--- config.mk ---
export PLATFORM = sky130hd
export DESIGN_NAME = axi_stream_strip_header
export DESIGN_NICKNAME = d
export VERILOG_FILES = /design/src/rtl/axi_stream_strip_header.sv
export SDC_FILE = /design/constraint.sdc
export NUM_CORES = 1
export LEC_CHECK = 0
export BUFFER_PORTS_ARGS = -buffer_cell sky130_fd_sc_hd__buf_2
export CAP_MARGIN = 20
export CORE_UTILIZATION = 40
export CTS_CLUSTER_SIZE = 8
export DETAILED_ROUTE_END_ITERATION = 10
export GPL_TIMING_DRIVEN = 1
export PLACE_DENSITY = 0.64
export SYNTH_ARGS = -nofsm -noshare
export SYNTH_HDL_FRONTEND = slang
export SYNTH_SLANG_ARGS = --single-unit
--- constraint.sdc ---
create_clock -name clk -period 3.7 [get_ports clk]
set_input_delay 0.555 -clock clk [delete_from_list [all_inputs] [get_ports clk]]
set_output_delay 0.555 -clock clk [all_outputs]
set_load 0.005 [all_outputs]
--- src/rtl/axi_stream_strip_header.sv ---
// -----------------------------------------------------------------------------
// axi_stream_strip_header
//
// Removes the first H header bytes of every AXI Stream packet and emits them
// as one right-aligned beat on a separate header channel. The remaining
// payload bytes are re-packed MSB-first with no gaps. H is taken per packet
// from a one-beat length sideband and is saturated to the beat width.
//
// Optional feature (macro STRIP_HDR_ERR_EN):
//   adds err_short_o, a one-cycle pulse when a packet shorter than H
//   is accepted. Packet handling is the same with or without it.
//
// Ports:
//   clk, rst_n                  clock, asynchronous active-low reset
//   s_len_tvalid/tdata/tready   header length sideband (one beat per packet)
//   s_axis_*                    input stream (tkeep MSB-first contiguous)
//   m_hdr_*                     header beat, bytes right-aligned, tkeep low ones
//   m_axis_*                    payload stream, MSB-first packed
//   err_short_o                 short-packet pulse (STRIP_HDR_ERR_EN only)
//
// Handshake: a transfer happens on a rising clock edge where tvalid and
// tready are both high; a source holds tdata/tkeep/tlast stable while
// tvalid is high and tready is low, and tvalid never depends on tready.
// -----------------------------------------------------------------------------
module axi_stream_strip_header #(
   parameter int DATA_WD      = 32,
   parameter int DATA_BYTE_WD = DATA_WD / 8,
   parameter int LEN_WD       = $clog2(DATA_BYTE_WD + 1)
) (
   input  logic                    clk,
   input  logic                    rst_n,
   input  logic                    s_len_tvalid,
   input  logic [LEN_WD-1:0]       s_len_tdata,
   output logic                    s_len_tready,
   input  logic                    s_axis_tvalid,
   input  logic [DATA_WD-1:0]      s_axis_tdata,
   input  logic [DATA_BYTE_WD-1:0] s_axis_tkeep,
   input  logic                    s_axis_tlast,
   output logic                    s_axis_tready,
   output logic                    m_hdr_tvalid,
   output logic [DATA_WD-1:0]      m_hdr_tdata,
   output logic [DATA_BYTE_WD-1:0] m_hdr_tkeep,
   input  logic                    m_hdr_tready,
   output logic                    m_axis_tvalid,
   output logic [DATA_WD-1:0]      m_axis_tdata,
   output logic [DATA_BYTE_WD-1:0] m_axis_tkeep,
   output logic                    m_axis_tlast,
   input  logic                    m_axis_tready
`ifdef STRIP_HDR_ERR_EN
   ,
   output logic                    err_short_o
`endif
);

   localparam int W = DATA_BYTE_WD;

   typedef enum logic [1:0] {IDLE, FIRST, BODY, FLUSH} state_t;

   state_t state, state_next;

   logic                len_rdy;
   logic [LEN_WD-1:0]   hlen;      // saturated header length of current packet
   logic [DATA_WD-1:0]  res_data;  // leftover bytes of previous beat, left-aligned
   logic [LEN_WD-1:0]   res_cnt;   // leftover byte count for the flush beat
   logic [LEN_WD-1:0]   in_cnt, hk, rr, hsh;
   logic                out_free, in_hs, len_hs;

   logic                out_load, out_last_n, res_load, hdr_load;
   logic [DATA_WD-1:0]  out_data_n, res_data_n, hdr_data_n;
   logic [LEN_WD-1:0]   out_cnt_n, res_cnt_n, hdr_cnt_n;
`ifdef STRIP_HDR_ERR_EN
   logic                short_pkt;
`endif

   function automatic logic [LEN_WD-1:0] keep_count(input logic [W-1:0] keep);
      logic [LEN_WD-1:0] c;
      c = '0;
      for (int i = 0; i < W; i++)
         if (keep[i]) c = c + LEN_WD'(1);
      return c;
   endfunction

   function automatic logic [W-1:0] msb_mask(input logic [LEN_WD-1:0] n);
      logic [W-1:0] m;
      m = '0;
      for (int i = 0; i < W; i++) m[W-1-i] = (i < int'(n));
      return m;
   endfunction

   function automatic logic [W-1:0] lsb_mask(input logic [LEN_WD-1:0] n);
      logic [W-1:0] m;
      m = '0;
      for (int i = 0; i < W; i++) m[i] = (i < int'(n));
      return m;
   endfunction

   function automatic logic [DATA_WD-1:0] byte_mask(input logic [W-1:0] keep);
      logic [DATA_WD-1:0] bm;
      bm = '0;
      for (int i = 0; i < W; i++) bm[8*i +: 8] = {8{keep[i]}};
      return bm;
   endfunction

   assign in_cnt   = keep_count(s_axis_tkeep);
   assign hk       = (in_cnt < hlen) ? in_cnt : hlen;  // header bytes present in this beat
   assign rr       = LEN_WD'(W) - hlen;                  // residual bytes carried per beat
   assign hsh      = LEN_WD'(W) - hk;                    // right-align shift for header
   assign out_free = !m_axis_tvalid || m_axis_tready;

   assign s_len_tready  = len_rdy;
   assign s_axis_tready = ((state == FIRST) && !m_hdr_tvalid && out_free) ||
                          ((state == BODY) && out_free);
   assign in_hs  = s_axis_tvalid && s_axis_tready;
   assign len_hs = s_len_tvalid && len_rdy;

   always_ff @(posedge clk or negedge rst_n) begin
      if (!rst_n) begin
         state   <= IDLE;
         len_rdy <= 1'b0;
      end else begin
         state   <= state_next;
         // Registered so the length port stays low while reset is applied.
         len_rdy <= (state_next == IDLE);
      end
   end

   always_comb begin
      state_next = state;
      out_load   = 1'b0;
      out_data_n = '0;
      out_cnt_n  = '0;
      out_last_n = 1'b0;
      res_load   = 1'b0;
      res_data_n = res_data;
      res_cnt_n  = res_cnt;
      hdr_load   = 1'b0;
      hdr_data_n = '0;
      hdr_cnt_n  = '0;
`ifdef STRIP_HDR_ERR_EN
      short_pkt  = 1'b0;
`endif
      case (state)
         IDLE: if (len_hs) state_next = FIRST;
         FIRST: if (in_hs) begin
            hdr_load   = (hlen != '0);
            hdr_data_n = s_axis_tdata >> {hsh, 3'b000};
            hdr_cnt_n  = hk;
            res_load   = 1'b1;
            res_data_n = s_axis_tdata << {hlen, 3'b000};
            if (s_axis_tlast) begin
               state_next = IDLE;
               if (in_cnt > hlen) begin
                  out_load   = 1'b1;
                  out_data_n = s_axis_tdata << {hlen, 3'b000};
                  out_cnt_n  = in_cnt - hlen;
                  out_last_n = 1'b1;
               end
`ifdef STRIP_HDR_ERR_EN
               short_pkt = (in_cnt < hlen);
`endif
            end else begin
               state_next = BODY;
            end
         end
         BODY: if (in_hs) begin
            // Residual bytes fill the top of the word, the head of this beat the rest.
            out_load   = 1'b1;
            out_data_n = res_data | (s_axis_tdata >> {rr, 3'b000});
            out_cnt_n  = rr + hk;
            res_load   = 1'b1;
            res_data_n = s_axis_tdata << {hlen, 3'b000};
            if (s_axis_tlast) begin
               if (in_cnt > hlen) begin
                  res_cnt_n  = in_cnt - hlen;
                  state_next = FLUSH;
               end else begin
                  out_last_n = 1'b1;
                  state_next = IDLE;
               end
            end
         end
         FLUSH: if (out_free) begin
            out_load   = 1'b1;
            out_data_n = res_data;
            out_cnt_n  = res_cnt;
            out_last_n = 1'b1;
            state_next = IDLE;
         end
         default: state_next = IDLE;
      endcase
   end

   always_ff @(posedge clk or negedge rst_n) begin
      if (!rst_n) begin
         hlen          <= '0;
         res_data      <= '0;
         res_cnt       <= '0;
         m_hdr_tvalid  <= 1'b0;
         m_hdr_tdata   <= '0;
         m_hdr_tkeep   <= '0;
         m_axis_tvalid <= 1'b0;
         m_axis_tdata  <= '0;
         m_axis_tkeep  <= '0;
         m_axis_tlast  <= 1'b0;
      end else begin
         if (len_hs)
            hlen <= (s_len_tdata > LEN_WD'(W)) ? LEN_WD'(W) : s_len_tdata;
         if (res_load) begin
            res_data <= res_data_n;
            res_cnt  <= res_cnt_n;
         end
         if (hdr_load) begin
            m_hdr_tvalid <= 1'b1;
            m_hdr_tdata  <= hdr_data_n;
            m_hdr_tkeep  <= lsb_mask(hdr_cnt_n);
         end else if (m_hdr_tready) begin
            m_hdr_tvalid <= 1'b0;
         end
         if (out_load) begin
            m_axis_tvalid <= 1'b1;
            m_axis_tdata  <= out_data_n & byte_mask(msb_mask(out_cnt_n));
            m_axis_tkeep  <= msb_mask(out_cnt_n);
            m_axis_tlast  <= out_last_n;
         end else if (m_axis_tready) begin
            m_axis_tvalid <= 1'b0;
         end
      end
   end

`ifdef STRIP_HDR_ERR_EN
   always_ff @(posedge clk or negedge rst_n) begin
      if (!rst_n) err_short_o <= 1'b0;
      else        err_short_o <= short_pkt;
   end
`endif

endmodule

==> results.json <==
{
  "cts_sinks": 116,
  "drt_iter0_drc": 600,
  "synth-xor-area-share": 0.007620,
  "yosys_warnings": 0,
  "r2r-end": "m_axis_tdata[24]",
  "crit_arrival_ps": 3970,
  "wl_um": 22930,
  "synthToLayoutAreaGrowth_pct": 29.64,
  "drive_above_1_share": 0.2968,
  "coreArea_sq_um": 16700,
  "syn_area_per_cell_sq_um": 8.819,
  "avgViaCountPerCell": 5.757,
  "critical_path.top_delay_family": "compound AO/OA/AOI/OAI gates",
  "p_leak_nw": 4.219,
  "start_util": 0.4129,
  "cts_root_buf": "clkbuf_16",
  "post-place-ws_ps": -646.4,
  "die_y_um": 133.3,
  "cts_tree": "yes",
  "pin_count": 123,
  "setup_ws_ps": 41.33,
  "fin_setup_tns_ps": 0,
  "grt_pass1_wl_um": 36020,
  "hp-class": "input pin to asynchronous set/reset pin",
  "antenna_found_initial": 0,
  "finalSetupViolations": 0,
  "timing.critical_path.slowest_cell_delay_ps": 320,
  "synth_top_family_by_area": "compound AO/OA/AOI/OAI gates",
  "wire_per_inst_um": 19.48,
  "cp_slowest_cell": "mux2_4",
  "maxCapViolations": 0,
  "slew_headroom": 0.4494,
  "synth_edf_count": 0,
  "synth.area.mux_share": 0.02104,
  "ys_ff_latch": 116,
  "final.period_utilization": 0.9888,
  "ys_types": 74,
  "cpMostUsedCell": "ha_4",
  "seq_area_frac_synth": 0.4209,
  "syn_inst": 782,
  "drc": 0,
  "utilization": 0.5354,
  "clk_pin_slew_ps": 60,
  "die_w_um": 133.3,
  "crit_type": "input pin to flip-flop",
  "reg2reg_depth": 13,
  "fmax_mhz": 273.3,
  "regToRegStartpoint": "hlen[1]",
  "yosys_most_used_dff": "dfrtp_1",
  "grt_max_degree": 62,
  "fin_skew_ps": 14.66,
  "synth_compound_area_frac": 0.2941,
  "drt_first_pass_iters": 5,
  "cts_buffers": 17,
  "dieArea_sq_um": 17770,
  "synth_fp_nets": 844,
  "min_period_ps": 3659,
  "num_vias": 6776,
  "worstPathCellList": "buf_8 > ha_4 > nor2b_4 > or2_4 > ha_4 > nand2b_4 > o31a_1 > ha_4 > nand3b_1 > nand2_2 > mux2_4 > ha_4 > ha_4 > a22o_1 > a211o_1 > nor3_4 > buf_6 > o21ai_4 > a22o_1",
  "ir_drop_uv": 785.6,
  "path_max_fanout": 8,
  "critical_path_required_ps": 4020,
  "nets": 1006,
  "synthAdderAreaFrac": 0.03012,
  "port_buffers": 122,
  "status": "finished, final reports clean",
  "track_usage": 0.2648,
  "insertedDiodeCount": 0,
  "start_kind": "input pin",
  "ant_nets": 0,
  "syn_area_sq_um": 6897,
  "rows": 47,
  "worst-path-buf-inv": 2,
  "rsz0062_at_grt": "yes",
  "drv_slew": 0,
  "crit_path_end_kind": "flip-flop",
  "grt_pass1_vias": 6407,
  "clock_path_buffers": 2,
  "rrSetupSlack_ps": 740,
  "synth-simple-area-share": 0.1754,
  "p_per_area_nw_per_um2": 826.3,
  "gp_congestion": 0.8772,
  "clock_latency_ps": 420,
  "worst_pin_slew_ps": 825.9,
  "grt_overflow_total": 0,
  "async_flop_share": 1.000,
  "hold_viol": 0,
  "htreeDepth": 4,
  "place_hpwl_um": 16140
}
## worst max path at each step
stage | startpoint | end | cells past startpoint
floorplan | s_axis_tkeep[0] | m_axis_tdata[24] | 19
global placement | s_axis_tkeep[0] | m_axis_tdata[27] | 18
detailed placement | s_axis_tkeep[0] | m_axis_tdata[26] | 18
CTS | s_axis_tkeep[0] | m_axis_tdata[31] | 18
global route | s_axis_tkeep[0] | m_axis_tdata[26] | 19
finish | s_axis_tkeep[0] | m_axis_tdata[24] | 19
## through the flow
| step | hold WS (ps) | cell area [sq um] | power, mW | instances |
|---|---|---|---|---|
| floorplan | 259.4 | 7030 | 4.359 | 782 |
| global placement | 446.3 | 8207 | 5.582 | 1138 |
| detailed placement | 450.9 | 8207 | 5.626 | 1138 |
| CTS | 264.5 | 8836 | 7.282 | 1175 |
| global route | 305.5 | 8941 | 7.902 | 1177 |
| finish | 239.6 | 8941 | 7.388 | 1177 |
## layer usage
layer / share of wire / up-vias / global-route usage
li1: - / 3185 / -
met1: 0.44 / 3227 / 0.3633
met2: 0.44 / 311 / 0.3964
met3: 0.083 / 53 / 0.06088
met4: 0.039 / 0 / 0.1206
met5: 0 / - / 0
## layout by cell type (no fill, tap or decap), drive strengths merged, types with 7 or more instances in the layout
master,instances
a211oi,8
a31oi,11
nor3,7
nor2,20
a22o,26
nand3,31
a21oi,65
clkbuf,21
nor2b,17
o22a,7
nand2,171
dfrtp,116
buf,199
mux2i,10
inv,18
o21ai,71
o221ai,17
ha,15
o22ai,23
o31ai,33
a211o,7
## power by group
| part | switching [mW] | internal [mW] | leakage [nW] | total, mW |
|---|---|---|---|---|
| Sequential | 0.219 | 1.66 | 1.55 | 1.88 |
| Clock | 0.616 | 0.975 | 0.271 | 1.59 |
| Combinational | 2.38 | 1.54 | 2.40 | 3.92 |
| Total | 3.21 | 4.18 | 4.22 | 7.39 |
## cell usage after synthesis (5+ instances only)
cell / instances / area [sq um]
a21oi_1: 64 / 320.3
buf_2: 13 / 65.06
nor2b_1: 15 / 93.84
nand2_1: 168 / 630.6
inv_1: 17 / 63.81
o21ai_0: 57 / 285.3
mux2i_1: 10 / 100.1
a211oi_1: 7 / 52.55
a22o_1: 26 / 227.7
a31oi_1: 10 / 62.56
o31ai_1: 32 / 240.2
o21ai_1: 10 / 50.05
o221ai_1: 17 / 148.9
o22ai_1: 22 / 137.6
clkbuf_1: 32 / 120.1
ha_1: 15 / 187.7
a211o_1: 7 / 61.31
dfrtp_1: 116 / 2903
buf_4: 5 / 37.54
nand3_1: 31 / 155.2
o22a_1: 7 / 61.31
nor2_1: 18 / 67.56
## final cells by class
type / count / area (sq um)
clock buffer: 21 / 470.5
clock inverter: 11 / 101.3
fill: 1596 / 7760
inverter: 17 / 68.82
multi-input combinational: 593 / 3841
sequential: 116 / 2903
tap: 220 / 275.3
timing repair buffer: 199 / 1281
## flip-flops by register name, indices dropped and copies added (netlist names)
name / flops
m_axis_tdata: 32
m_hdr_tdata: 32
res_data: 32
m_axis_tkeep: 4
m_hdr_tkeep: 4
hlen: 3
res_cnt: 3
state: 2
m_axis_tlast: 1
m_axis_tvalid: 1
m_hdr_tvalid: 1
s_len_tready: 1
## repair_timing
action / CTS / global route
hold buffers: 0 / 0
setup buffers: 5 / 2
setup endpoints to repair: 18 / 36
pin swaps: 9 / 17
resized for setup: 3 / 20
## cell families (layout without fill, tap and decap cells)
kind of cell               after synthesis  in the layout
AOI/OAI and AO/OA                      294            294
and+or+nand+nor                        263            263
DFF                                    116            116
buffers and inverters                   73            248
adders and majority gates               16             16
muxes                                   14             14
xor gates and xnor gates                 6              6
No activity file was read; power rests on OpenSTA's default activity.
